==> src/rtl/prim_sequencer.sv <==
// Command front-end for the bresenline rasterizer: expands line, triangle and rectangle
// commands into ordered segments and hands them out one at a time.
module prim_sequencer #(
   parameter int unsigned H_RES = 640,
   parameter int unsigned V_RES = 480
) (
   input  logic        clk,
   input  logic        n_rst,
   input  logic        cmd_valid,
   output logic        cmd_ready,
   input  logic [1:0]  cmd_type,
   input  logic [18:0] cmd_v0,
   input  logic [18:0] cmd_v1,
   input  logic [18:0] cmd_v2,
   output logic [37:0] positions,
   output logic        primSelect,
   input  logic        lineDone,
   output logic        busy,
   output logic        primDone,
   output logic        err
);

   typedef enum logic [1:0] {StIdle, StIssue, StWait, StDone} state_e;

   localparam logic [9:0] XMax     = 10'(H_RES - 1);
   localparam logic [8:0] YMax     = 9'(V_RES - 1);
   localparam logic [1:0] TypeTri  = 2'b01;
   localparam logic [1:0] TypeRect = 2'b10;
   localparam logic [1:0] TypeRsvd = 2'b11;

   state_e      state_q;
   logic [1:0]  seg_q;
   logic [1:0]  type_q;
   logic [18:0] v0_q, v1_q, v2_q;
   logic        line_done_q;

   function automatic logic [18:0] clamp(input logic [18:0] v);
      logic [9:0] x;
      logic [8:0] y;
      x = (v[18:9] > XMax) ? XMax : v[18:9];
      y = (v[8:0] > YMax) ? YMax : v[8:0];
      return {x, y};
   endfunction

   logic [18:0] in_v0, in_v1, in_v2;
   assign in_v0 = clamp(cmd_v0);
   assign in_v1 = clamp(cmd_v1);
   assign in_v2 = clamp(cmd_v2);

   logic [1:0]  sel_type, sel_seg, last_seg;
   logic [18:0] s0, s1, s2;
   logic [37:0] seg_pos;
   logic        line_rise;

   // Segment to load on the next ISSUE entry: first segment of the incoming command when idle,
   // otherwise the segment after the current one from the latched copy.
   always_comb begin
      sel_type = type_q;
      sel_seg  = seg_q + 2'd1;
      s0       = v0_q;
      s1       = v1_q;
      s2       = v2_q;
      if (state_q == StIdle) begin
         sel_type = cmd_type;
         sel_seg  = 2'd0;
         s0       = in_v0;
         s1       = in_v1;
         s2       = in_v2;
      end
      seg_pos = {s0, s1};
      case (sel_type)
         TypeTri: begin
            case (sel_seg)
               2'd0:    seg_pos = {s0, s1};
               2'd1:    seg_pos = {s1, s2};
               default: seg_pos = {s2, s0};
            endcase
         end
         TypeRect: begin
            case (sel_seg)
               2'd0:    seg_pos = {s0[18:9], s0[8:0], s1[18:9], s0[8:0]};
               2'd1:    seg_pos = {s1[18:9], s0[8:0], s1[18:9], s1[8:0]};
               2'd2:    seg_pos = {s1[18:9], s1[8:0], s0[18:9], s1[8:0]};
               default: seg_pos = {s0[18:9], s1[8:0], s0[18:9], s0[8:0]};
            endcase
         end
         default: seg_pos = {s0, s1};
      endcase
   end

   always_comb begin
      case (type_q)
         TypeTri:  last_seg = 2'd2;
         TypeRect: last_seg = 2'd3;
         default:  last_seg = 2'd0;
      endcase
   end

   assign line_rise = lineDone & ~line_done_q;
   assign cmd_ready = (state_q == StIdle);
   assign busy      = (state_q != StIdle);

   always_ff @(posedge clk or negedge n_rst) begin
      if (!n_rst) begin
         state_q     <= StIdle;
         seg_q       <= 2'd0;
         type_q      <= 2'd0;
         v0_q        <= '0;
         v1_q        <= '0;
         v2_q        <= '0;
         line_done_q <= 1'b0;
         positions   <= '0;
         primSelect  <= 1'b0;
         primDone    <= 1'b0;
         err         <= 1'b0;
      end else begin
         line_done_q <= lineDone;
         primSelect  <= 1'b0;
         primDone    <= 1'b0;
         err         <= 1'b0;
         case (state_q)
            StIdle: begin
               if (cmd_valid) begin
                  type_q <= cmd_type;
                  v0_q   <= in_v0;
                  v1_q   <= in_v1;
                  v2_q   <= in_v2;
                  seg_q  <= 2'd0;
                  if (cmd_type == TypeRsvd) begin
                     err <= 1'b1;
                  end else begin
                     positions  <= seg_pos;
                     primSelect <= 1'b1;
                     state_q    <= StIssue;
                  end
               end
            end
            StIssue: state_q <= StWait;
            StWait: begin
               if (line_rise) begin
                  if (seg_q == last_seg) begin
                     primDone <= 1'b1;
                     state_q  <= StDone;
                  end else begin
                     seg_q      <= seg_q + 2'd1;
                     positions  <= seg_pos;
                     primSelect <= 1'b1;
                     state_q    <= StIssue;
                  end
               end
            end
            StDone:  state_q <= StIdle;
            default: state_q <= StIdle;
         endcase
      end
   end

endmodule

==> config.mk <==
export PLATFORM = sky130hd
export DESIGN_NAME = prim_sequencer
export DESIGN_NICKNAME = d
export VERILOG_FILES = /design/src/rtl/prim_sequencer.sv
export SDC_FILE = /design/constraint.sdc
export NUM_CORES = 1
export LEC_CHECK = 0
export ABC_AREA = 1
export CORE_MARGIN = 2
export CORE_UTILIZATION = 30
export CTS_BUF_LIST = sky130_fd_sc_hd__clkbuf_8
export DETAILED_ROUTE_END_ITERATION = 6
export GPL_ROUTABILITY_DRIVEN = 0
export HOLD_SLACK_MARGIN = 0.02
export PLACE_DENSITY = 0.6
export SETUP_SLACK_MARGIN = 0.15
export SYNTH_ARGS = -nofsm -noshare
export SYNTH_HDL_FRONTEND = slang
export SYNTH_SLANG_ARGS = --single-unit
==> constraint.sdc <==
create_clock -name clk -period 4.1 [get_ports clk]
set_input_delay 1.23 -clock clk [delete_from_list [all_inputs] [get_ports clk]]
set_output_delay 1.23 -clock clk [all_outputs]
set_load 0.03 [all_outputs]
==> summary by stage <==
Synth
The area share of the largest cell type after synthesis is 0.408. In this run the mean area of a mapped cell was 6.78 um^2. The commonest cells after synthesis are sky130_fd_sc_hd__nand2_1 (304), sky130_fd_sc_hd__nor2_1 (128), sky130_fd_sc_hd__inv_1 (106), sky130_fd_sc_hd__dfrtp_1 (105), sky130_fd_sc_hd__o21ai_0 (76). In this run, synthesis inferred 0 flip-flops with an integrated enable. The cell count after synthesis is 949. The largest total area in the synthesized netlist belongs to sky130_fd_sc_hd__dfrtp_1. The share of synthesized flip-flops with an asynchronous set or reset is 1.00. Among all flip-flop cells after synthesis, the most frequent one is sky130_fd_sc_hd__dfrtp_1.

During synthesis, Yosys emitted a total of 0 warnings. In the post-synthesis netlist, the biggest area contributors are sky130_fd_sc_hd__dfrtp_1 (41%), sky130_fd_sc_hd__nand2_1 (18%), sky130_fd_sc_hd__nor2_1 (7.5%), sky130_fd_sc_hd__inv_1 (6.2%), sky130_fd_sc_hd__o21ai_0 (5.9%). The flip-flop and latch count after synthesis is 105. The sequential cell area fraction in the yosys report is 0.408.

The count of distinct cell types in the synthesized netlist is 39. The number of nets produced by synthesis is 1015. The most common cell in the synthesized netlist is sky130_fd_sc_hd__nand2_1. The cell area that synthesis handed to floorplanning was 0.00643 mm^2.

Drt
Using the TritonRoute via totals, the vias-per-cell ratio works out to 4.76. The first detailed-routing pass took 6 iterations. The number of DRC markers after the initial detailed-route iteration is 576.

The count of nets left with antenna violations once routing finished came out at 0. For this run, design rule violations remaining after detail routing come to 0. The final routed wire length divided by cell count is 15.1 um. The final routed wirelength across all metal layers is 19.8 mm. The routed layout has 6239 vias.

Clocking
The clock slew at the register clock pins of the worst setup and hold paths is 0.10 ns. The clock latency reported for the late side of the worst-skew pair is 0.39 ns. The cell at the root of the clock tree is sky130_fd_sc_hd__clkbuf_8. The clock drives 105 sinks. The H-tree generated during clock tree synthesis spans 3 levels. After clock tree synthesis, the repair step resized 0 gates. In this run the deepest clock path goes through 2 buffers.

After clock tree synthesis, the flow added hold-fix buffers numbering 0. Post-CTS timing repair inserted 0 buffers for setup. TritonCTS built the clock tree. TritonCTS created 9 clock buffers.

Timing
The smallest clock period supported by the final layout is computed as 3.34 ns. On the final layout, the worst clock skew is 0.0131 ns. For the final routed database, the setup TNS stands at 0 ns.

The number of hold violations in the final report is 0. The ratio of final minimum period to clock period is 0.815. Setup repair after global routing left no endpoint under its margin. The count of final max-slew check failures was 0.

The max-slew headroom at the worst pin is 0.460. The minimum setup slack in the final design is 0.760 ns. For this run, the top clock speed supported by timing is 299 MHz. The transition time of the tightest slew-check pin is 0.805 ns. Setup violations remaining at the end of the flow were counted as 0.

Pwr
In this run the power density over the cells is 879 mW/mm^2. The worst ir drop on vdd is 410 uV. Summed over all cells, the static leakage comes to 3.80 nW. The internal power of the cells totals 3.24 mW.

The share of total power dissipated in combinational logic is 0.651. The share of total power in the clock network is 0.088. The analysis attributes to net switching a power of 3.69 mW. The sequential cell fraction of total power is 0.261. The switching part of the total power is 0.532.

GRT
The via count of the first global-routing pass was 5813. The aggregate global routing overflow is 0. The number of antenna violations at the first check in global routing is 0. The pin count of the biggest net entering global routing is 62.

The first-pass GRT wire length is 32.1 mm. In the global route stage, overall resource usage came out at 0.182.

Hold path
The number of cells on the worst hold path is 2. The worst min-delay path startpoint is positions[10]. The path category of the worst min-delay check is flop to flop.

Worst setup path
Along the worst path, the maximum fanout reaches 7. The launching element of the worst setup path is cmd_type[0]. The worst setup path is captured at a flop.

The worst register-to-register path begins at state_q[1]. For the worst setup path, the data arrival time is 3.65 ns. The worst setup path is launched from a primary input. STA puts the critical path data required time at 4.41 ns. The number of cells on the worst reg-to-reg path is 11.

The critical path start-end classification is primary input to flop.

Die
The placeable core region is 0.0210 mm^2. In this run the horizontal extent of the chip is 150 um. The initial utilization of the core area, before any placement, comes to 0.306. The die extent in y is 150 um. The number of ports placed on the die boundary is 106. The die covers 0.0226 mm^2. The initialized floorplan defines 53 standard-cell rows.

Finish
The area added between synthesis and finish is 22.3%. The number of nets in the layout is 1101. In the final layout, the share of cells above drive strength 1 is 0.0569. The finished cells cover 0.00787 mm^2.

The total inserted antenna cells is 0.

Place
The HPWL after detailed placement is 14.9 mm. The quantity of I/O buffers inserted on ports is 105. The placement-stage cell area is 0.00770 mm^2.

The placement-stage worst setup slack is 0.418 ns.

Run
Across the run, the number of max-cap violations was 0.

Run status
The flow ran to the end, and the final reports show no timing, DRC or antenna violations.
## routing by layer
metal  track usage  wire length [um]  share of wire
met1         0.276              9730           0.49
met4        0.0538               293          0.015
met2         0.267              8480           0.43
met5             0                 0              0
met3        0.0270              1290          0.065
## power by group through the flow
stage,logic [mW],clock network [mW],registers [mW]
finish,4.51,0.609,1.80
global route,5.01,0.674,1.87
CTS,4.48,0.627,1.81
detailed placement,4.46,0,1.83
global placement,4.45,0,1.82
floorplan,2.81,0,2.12
## cell type report
class | instances | area [um^2]
clock buffers | 12 | 165
clock inverters | 1 | 3.75
fillers | 2231 | 13200
inverters | 111 | 417
multi-input cells | 688 | 3140
flip-flops and latches | 105 | 2630
well taps | 275 | 344
repair buffers | 120 | 1170
## worst paths after layout
path,end,slack [ns]
max,positions[8],0.76
min,positions[10],0.48
max reg2reg,positions[8],1.25
min reg2reg,positions[10],0.48
max in group asynchronous,v2_q[11],2.50
min in group asynchronous,v0_q[8],0.85
## critical path: stages
cell and delay [ns]:
sky130_fd_sc_hd__clkdlybuf4s50_1 0.46, sky130_fd_sc_hd__or2_2 0.31, sky130_fd_sc_hd__o21ai_0 0.15, sky130_fd_sc_hd__ha_1 0.39
sky130_fd_sc_hd__inv_2 0.10, sky130_fd_sc_hd__a21oi_1 0.45, sky130_fd_sc_hd__nand2_1 0.19, sky130_fd_sc_hd__a21boi_0 0.21
sky130_fd_sc_hd__nor2_1 0.07, sky130_fd_sc_hd__nor2_1 0.08
## through the flow
| stage | instances | power (mW) | util | hold slack, ns |
|---|---|---|---|---|
| after floorplan | 949 | 4.93 | - | 0.442 |
| after CTS | 1312 | 6.92 | 0.374 | 0.493 |
| final | 1312 | 6.92 | 0.374 | 0.484 |
| after detailed placement | 1299 | 6.29 | 0.366 | 0.468 |
| after global placement | 1299 | 6.27 | 0.366 | 0.459 |
| after global routing | 1312 | 7.55 | 0.374 | 0.510 |
## layout by cell type (no fill, tap or decap), types with 2 or more instances in the layout
cell type	synthesis	layout
sky130_fd_sc_hd__nand2_2	4	4
sky130_fd_sc_hd__nand2_1	304	304
sky130_fd_sc_hd__inv_1	106	107
sky130_fd_sc_hd__ha_1	3	3
sky130_fd_sc_hd__o21ai_1	4	4
sky130_fd_sc_hd__a21oi_1	27	27
sky130_fd_sc_hd__dfrtp_1	105	105
sky130_fd_sc_hd__inv_2	5	5
sky130_fd_sc_hd__nor2_4	3	4
sky130_fd_sc_hd__nand4_1	17	17
sky130_fd_sc_hd__o22ai_1	6	6
sky130_fd_sc_hd__o2111ai_1	2	2
sky130_fd_sc_hd__or2_2	8	8
sky130_fd_sc_hd__clkdlybuf4s50_1	0	104
sky130_fd_sc_hd__o21ai_0	76	76
sky130_fd_sc_hd__clkbuf_8	0	12
sky130_fd_sc_hd__nand3_1	64	64
sky130_fd_sc_hd__a31oi_1	22	22
sky130_fd_sc_hd__nor2_1	128	127
sky130_fd_sc_hd__buf_4	4	15
sky130_fd_sc_hd__o21a_1	3	3
sky130_fd_sc_hd__nand2_4	3	3
## logic make-up after synthesis
family                     share of synthesized area
DFF                                            0.408
adders and majority gates                    0.00583
AOI/OAI and AO/OA                              0.122
and+or+nand+nor                                0.357
xor gates and xnor gates                     0.00136
buffers and inverters                          0.105
## state kept, by name, indices dropped and copies added (netlist names), 2 cells and up
signal     cells
seg_q          2
v1_q          19
v2_q          19
type_q         2
positions     38
state_q        2
v0_q          19
(Power assumes the default switching activity.)
